**src/rtl/fetch_seq_pkg.sv**
```systemverilog
// Shared definitions for the RV32 instruction fetch sequencer.
package fetch_seq_pkg;

    localparam int unsigned XLEN = 32;
    localparam int unsigned ILEN = 32;
    localparam logic [XLEN-1:0] RESET_PC_DEFAULT = 32'h0000_0000;
    localparam logic [ILEN-1:0] NOP_INST = 32'h0000_0013;

    typedef enum logic [2:0] {
        IDLE  = 3'd0,
        FETCH = 3'd1,
        STALL = 3'd2,
        DROP  = 3'd3,
        TRAP  = 3'd4
    } fetch_state_t;

endpackage

```
**src/rtl/fetch_seq_skid.sv**
```systemverilog
// Single-entry holding buffer for an instruction word and its PC.
module fetch_seq_skid #(
    parameter int unsigned XLEN = 32
) (
    input  logic            clk,
    input  logic            rst,
    input  logic            load,
    input  logic            unload,
    input  logic            clear,
    input  logic [31:0]     load_inst,
    input  logic [XLEN-1:0] load_pc,
    output logic [31:0]     inst,
    output logic [XLEN-1:0] pc,
    output logic            valid
);

    // Clear wins over load so a redirect can never leave a stale entry behind.
    always_ff @(posedge clk) begin
        if (rst) begin
            valid <= 1'b0;
            inst  <= 32'h0;
            pc    <= '0;
        end else if (clear) begin
            valid <= 1'b0;
        end else if (load) begin
            valid <= 1'b1;
            inst  <= load_inst;
            pc    <= load_pc;
        end else if (unload) begin
            valid <= 1'b0;
        end
    end

endmodule

```
**src/rtl/fetch_seq.sv**
```systemverilog
// Instruction fetch sequencer: owns the PC, drives the I-cache handshake and
// presents registered instructions to decode with redirect and stall handling.
module fetch_seq #(
    parameter int unsigned XLEN = fetch_seq_pkg::XLEN,
    parameter logic [XLEN-1:0] RESET_PC = XLEN'(fetch_seq_pkg::RESET_PC_DEFAULT)
) (
    input  logic            clk,
    input  logic            rst,
    output logic            imem_req,
    output logic [XLEN-1:0] imem_addr,
    input  logic            imem_ready,
    input  logic [31:0]     imem_rdata,
    input  logic            dmem_stall,
    input  logic            redir_valid,
    input  logic [XLEN-1:0] redir_target,
    output logic [XLEN-1:0] pc,
    output logic [31:0]     inst,
    output logic            inst_valid,
    output logic            flush,
    output logic            misalign
);

    import fetch_seq_pkg::*;

    fetch_state_t    state;
    logic [XLEN-1:0] fetch_pc;
    logic [XLEN-1:0] pend_target;
    logic            pend_valid;

    logic            redir_take_c;
    logic            skid_load_c;
    logic            skid_unload_c;
    logic            skid_clear_c;
    logic [31:0]     skid_inst;
    logic [XLEN-1:0] skid_pc;
    logic            skid_valid;

    assign imem_addr = fetch_pc;

    // Skid controls mirror the FSM decisions below; TRAP ignores redirects.
    always_comb begin
        redir_take_c  = redir_valid && (state != TRAP);
        skid_clear_c  = rst || redir_take_c;
        skid_load_c   = (state == FETCH) && imem_ready && dmem_stall;
        skid_unload_c = (state == STALL) && !dmem_stall;
    end

    fetch_seq_skid #(
        .XLEN (XLEN)
    ) u_skid (
        .clk       (clk),
        .rst       (rst),
        .load      (skid_load_c),
        .unload    (skid_unload_c),
        .clear     (skid_clear_c),
        .load_inst (imem_rdata),
        .load_pc   (fetch_pc),
        .inst      (skid_inst),
        .pc        (skid_pc),
        .valid     (skid_valid)
    );

    always_ff @(posedge clk) begin
        if (rst) begin
            state       <= IDLE;
            fetch_pc    <= RESET_PC;
            pend_target <= RESET_PC;
            pend_valid  <= 1'b0;
            imem_req    <= 1'b0;
            inst        <= 32'h0;
            pc          <= RESET_PC;
            inst_valid  <= 1'b0;
            flush       <= 1'b0;
            misalign    <= 1'b0;
        end else begin
            flush <= 1'b0;
            if (redir_take_c) begin
                flush      <= 1'b1;
                inst_valid <= 1'b0;
                inst       <= NOP_INST;
                if (redir_target[1:0] != 2'b00) begin
                    // Misaligned target: never request it, park until reset.
                    state      <= TRAP;
                    imem_req   <= 1'b0;
                    misalign   <= 1'b1;
                    pend_valid <= 1'b0;
                end else begin
                    case (state)
                        FETCH: begin
                            if (imem_ready) begin
                                fetch_pc <= redir_target;
                            end else begin
                                pend_target <= redir_target;
                                pend_valid  <= 1'b1;
                                state       <= DROP;
                            end
                        end
                        DROP: begin
                            if (imem_ready) begin
                                fetch_pc   <= redir_target;
                                pend_valid <= 1'b0;
                                state      <= FETCH;
                            end else begin
                                pend_target <= redir_target;
                            end
                        end
                        default: begin
                            fetch_pc <= redir_target;
                            imem_req <= 1'b1;
                            state    <= FETCH;
                        end
                    endcase
                end
            end else begin
                case (state)
                    IDLE: begin
                        imem_req <= 1'b1;
                        state    <= FETCH;
                    end
                    FETCH: begin
                        if (imem_ready && !dmem_stall) begin
                            inst       <= imem_rdata;
                            pc         <= fetch_pc;
                            inst_valid <= 1'b1;
                            fetch_pc   <= fetch_pc + XLEN'(4);
                        end else if (imem_ready) begin
                            fetch_pc <= fetch_pc + XLEN'(4);
                            imem_req <= 1'b0;
                            state    <= STALL;
                        end else if (!dmem_stall) begin
                            inst_valid <= 1'b0;
                            inst       <= NOP_INST;
                        end
                    end
                    STALL: begin
                        if (!dmem_stall) begin
                            inst       <= skid_inst;
                            pc         <= skid_pc;
                            inst_valid <= skid_valid;
                            imem_req   <= 1'b1;
                            state      <= FETCH;
                        end
                    end
                    DROP: begin
                        // Old address stays on the bus until its response is swallowed.
                        inst_valid <= 1'b0;
                        if (imem_ready && pend_valid) begin
                            fetch_pc   <= pend_target;
                            pend_valid <= 1'b0;
                            state      <= FETCH;
                        end
                    end
                    default: begin
                        imem_req   <= 1'b0;
                        inst_valid <= 1'b0;
                        misalign   <= 1'b1;
                    end
                endcase
            end
        end
    end

endmodule

```
**config.mk**
```make
export PLATFORM = sky130hd
export DESIGN_NAME = fetch_seq
export DESIGN_NICKNAME = d
export VERILOG_FILES = /design/src/rtl/fetch_seq_pkg.sv /design/src/rtl/fetch_seq_skid.sv /design/src/rtl/fetch_seq.sv
export SDC_FILE = /design/constraint.sdc
export NUM_CORES = 1
export LEC_CHECK = 0
export BUFFER_PORTS_ARGS = -buffer_cell sky130_fd_sc_hd__buf_2
export CORE_MARGIN = 2
export CORE_UTILIZATION = 50
export DETAILED_ROUTE_END_ITERATION = 16
export PLACE_DENSITY = 0.73
export SLEW_MARGIN = 40
export SYNTH_ARGS = -nofsm -noshare
export SYNTH_HDL_FRONTEND = slang
export SYNTH_SLANG_ARGS = --single-unit
```
**constraint.sdc**
```tcl
create_clock -name clk -period 2.6 [get_ports clk]
set_clock_uncertainty 0.2 [all_clocks]
set_input_delay 0.52 -clock clk [delete_from_list [all_inputs] [get_ports clk]]
set_output_delay 0.52 -clock clk [all_outputs]
set_load 0.01 [all_outputs]
```
==> flow_results.org <==
** Flow run
- Max-cap viol count :: 0

** Synthesis
- Area contributors post-synth :: sky130_fd_sc_hd__dfxtp_1, sky130_fd_sc_hd__nand2_1, sky130_fd_sc_hd__a21oi_1
- For this run, the number of Yosys warnings is 0.
- Syn Inst Count :: 1152
- After synthesis, the largest family of logic cells by area is simple AND/OR/NAND/NOR gates.
- The commonest cells after synthesis are sky130_fd_sc_hd__nand2_1, sky130_fd_sc_hd__dfxtp_1, sky130_fd_sc_hd__a21oi_1.
- Share of the synthesized area in compound gates (AO/OA/AOI/OAI) :: 24.1%
- Adder and majority gate portion of the synthesized area :: 0.139%
- Counting flops and latches in the post-synthesis netlist gives 201.
- Post-synthesis mux area share :: 0%
- Fraction of synthesized cell area taken by the top area cell type :: 44.8%
- Per-instance average area after synthesis :: 7.80 µm²
- Xor and xnor area share after synthesis :: 0.195%
- sky130_fd_sc_hd__dfxtp_1 takes more of the synthesized area than any other cell.
- Top flip-flop cell by instance count after synthesis :: sky130_fd_sc_hd__dfxtp_1
- Count leader, synth :: sky130_fd_sc_hd__nand2_1
- Netlist area before placement :: 8990 µm²
- Counting flops with a built-in enable in the synthesized netlist gives 0.
- After Yosys synthesis, and, or, nand and nor cells account for 24.6% of the synthesized area.
- Post-synthesis cell type count :: 64
- Syn nets :: 1222
- Sequential elements use 44.8% of the synthesized area.
- Async S/R FF share, synth :: 0%

** Global routing
- Via count of the first global-routing pass :: 7851
- Entering global routing, the biggest net connects 161 pins.
- For this run, global-route usage on met3 was measured as 4.75%.
- Global route total overflow :: 0
- In the global route stage, met2 resource usage came out at 38.5%.
- The first global-routing pass estimated 40400 µm of wire.
- Global routing consumed, over all layers together, 24.9% of the routing resources.
- The layer flagged by global routing as most heavily used is met2.
- Number of antenna violations at the first check in global routing :: 1
- Global routing consumed, on the met1 layer, 35.6% of the routing resources.

** Floorplanning
- Measured along the x axis, the die boundary spans 138 µm.
- After floorplanning, the core was divided into 49 placement rows.
- Once the floorplan was initialized, standard cells occupied 50.6% of the core.
- 169 I/O pins were placed.
- The die covers 19100 µm².
- The total area inside the core boundary comes to 17800 µm².
- Vertical die dimension :: 138 µm

** Clocking
- Post-CTS timing repair inserted 0 buffers for setup.
- Cts bufs inserted :: 23
- Root Buffer Master :: sky130_fd_sc_hd__clkbuf_16
- In this run the number of H-tree levels came out at 1.
- Clock edge transition at the registers on the reported setup and hold paths :: 0.06 ns
- Post-CTS sizing :: 0
- The longest clock path from root to sink contains 3 buffers.
- Sink count of the clock tree :: 201
- Hold-fix buffer count after cts :: 0
- Source-to-sink clock delay at the later pin of the worst-skew pair :: 0.50 ns
- TritonCTS built the clock tree.

** Worst setup path
- The setup path with the least slack is of type register to register.
- Walking the worst path, the cells encountered are nand3_1 -> or4_1 -> nor3_1 -> o21ai_1 -> a32o_1.
- Register-to-Register Path Depth :: 5
- Peak per-stage delay on the critical path :: 0.72 ns
- Critical path data arrival time :: 2.61 ns
- STA puts the critical path data required time at 2.80 ns.
- Slowest stage cell, crit path :: sky130_fd_sc_hd__or4_1
- The worst setup path is captured at a register.
- Top fanout value on the critical path :: 8
- Element type at the critical path start :: register

** Hold path
- Class of the worst hold path :: input port to register
- Worst hold stages :: 3

** Place
- Buffers added on ports :: 168
- Gpl congestion :: 0.927
- Detailed placement ended at an HPWL of 15700 µm.
- Number of placed instances with taps included :: 1491

** Timing
- Transition time at the pin with the least slew margin :: 0.743 ns
- For this run, the top clock speed supported by timing is 414 MHz.
- Setup repair after global routing left no endpoint under its margin.
- Across all hold checks on the routed design, the worst slack comes to 0.0623 ns.
- Measured against its own limit, the worst slew margin works out to 50.5%.
- Setup total negative slack on the finished layout was measured at 0 ns.
- Number of pins with negative max-slew slack in the final report :: 0
- Tcrit/Tclk final :: 92.9%
- Number of setup violations in the final report :: 0
- Minimum period implied by the final worst setup slack :: 2.42 ns
- The final number of hold-violating endpoints came to 0.

** Layout
- The layout has 1675 filler cells.
- Once layout is complete, the utilization of the core stands at 60.8%.
- The repair_antennas step left the layout with diodes totalling 0.
- Multi-input combinational cell area :: 4450 µm²
- Sequential cell area :: 4020 µm²
- Fraction of final layout cells with drive strength greater than 1 :: 20.8%
- The finished layout holds 1530 standard cells, fillers aside.
- Area overhead of the layout relative to synthesis :: 20.3%
- For this run, the post-layout net count is 1357.

** Routing
- Before antenna repair, the detailed router went through 5 iterations.
- The final route contains 8736 vias.
- The detail route stage leaves a number of antenna-violating nets equal to 0.
- Violation count after the first detailed-route iteration :: 800
- Dividing the detail-routed wire length by the instance count gives 16.1 µm.
- Mean number of vias per cell :: 5.71
- After detailed routing, the number of remaining DRC violations is 0.
- After detailed routing, the total wire length is 24700 µm.

** Power
- Summed over all cells, the static leakage comes to 3.91 nW.
- Peak supply drop :: 0.485 mV
- Pwr dens :: 673 nW/µm²

** Outcome
- Outcome :: complete, no violations
[cells by family (layout without fill, tap and decap cells)]
kind of cell	count (synthesis)	after routing
compound gates	322	322
xor+xnor	2	2
fa+ha+maj	1	1
buf+inv	118	267
flops	201	201
simple gates	508	508
[area by class of cell]
class	count	area share [%]
clock buffers	31	5.97
clock inverters	8	0.625
inverters	12	0.417
multi-input cells	833	41.2
flip-flops and latches	201	37.2
well taps	229	2.65
repair buffers	216	11.9
[routing by layer]
layer  wire length, µm  vias to the layer above
met1             11000                     3995
met3              1860                       45
li1                  -                     4354
met4               588                        2
met2             11200                      340
met5                13                        -
[power breakdown]
group	switching [mW]	internal (mW)	leakage, nW	total [mW]
Clock	1.25	1.83	0.355	3.08
Combinational	0.570	0.358	1.93	0.927
Sequential	0.0841	3.19	1.63	3.27
[final timing paths]
kind	slack [ns]	endpoint	start
min	0.06	u_skid.inst[0]$_SDFFE_PP0P_	imem_rdata[0]
max reg2reg	0.18	imem_addr[29]$_SDFFE_PP0P_	imem_addr[11]$_SDFFE_PP0P_
min reg2reg	0.25	u_skid.inst[20]$_SDFFE_PP0P_	u_skid.inst[20]$_SDFFE_PP0P_
max	0.18	imem_addr[29]$_SDFFE_PP0P_	imem_addr[11]$_SDFFE_PP0P_
[sequential cells by signal (all words and copies together), names as in the netlist]
signal / flops
imem_addr: 32
inst: 32
state: 3
u_skid.pc: 32
pend_valid: 1
inst_valid: 1
misalign: 1
imem_req: 1
pc: 32
pend_target: 32
u_skid.inst: 32
u_skid.valid: 1
flush: 1
[cell usage in the layout, fill, tap and decap left out, drive strengths merged, types with 9 or more instances in the layout]
master	count
a31oi	12
a22o	11
o21ai	36
dfxtp	201
nand3	44
clkbuf	31
nor3	17
buf	216
a22oi	17
inv	12
nand4	12
nor2	84
nand2	303
nor4	9
a21oi	125
a311oi	62
[stage by stage]
stage                     power (mW)  area (µm²)  worst slack, ns
after detailed placement        4.26       10100            0.246
final                           7.27       10800            0.184
after floorplan                 3.88        8990            0.241
after CTS                       7.32       10800            0.217
after global routing            7.56       10800           0.0343
after global placement          4.25       10100            0.304
[worst max-delay path: cells and delay by family (launching register included)]
| kind | cells | cell delay, ns |
|---|---|---|
| DFF | 1 | 0.49 |
| and+or+nand+nor | 3 | 1.23 |
| AOI/OAI and AO/OA | 2 | 0.39 |
(Power assumes the default switching activity.)
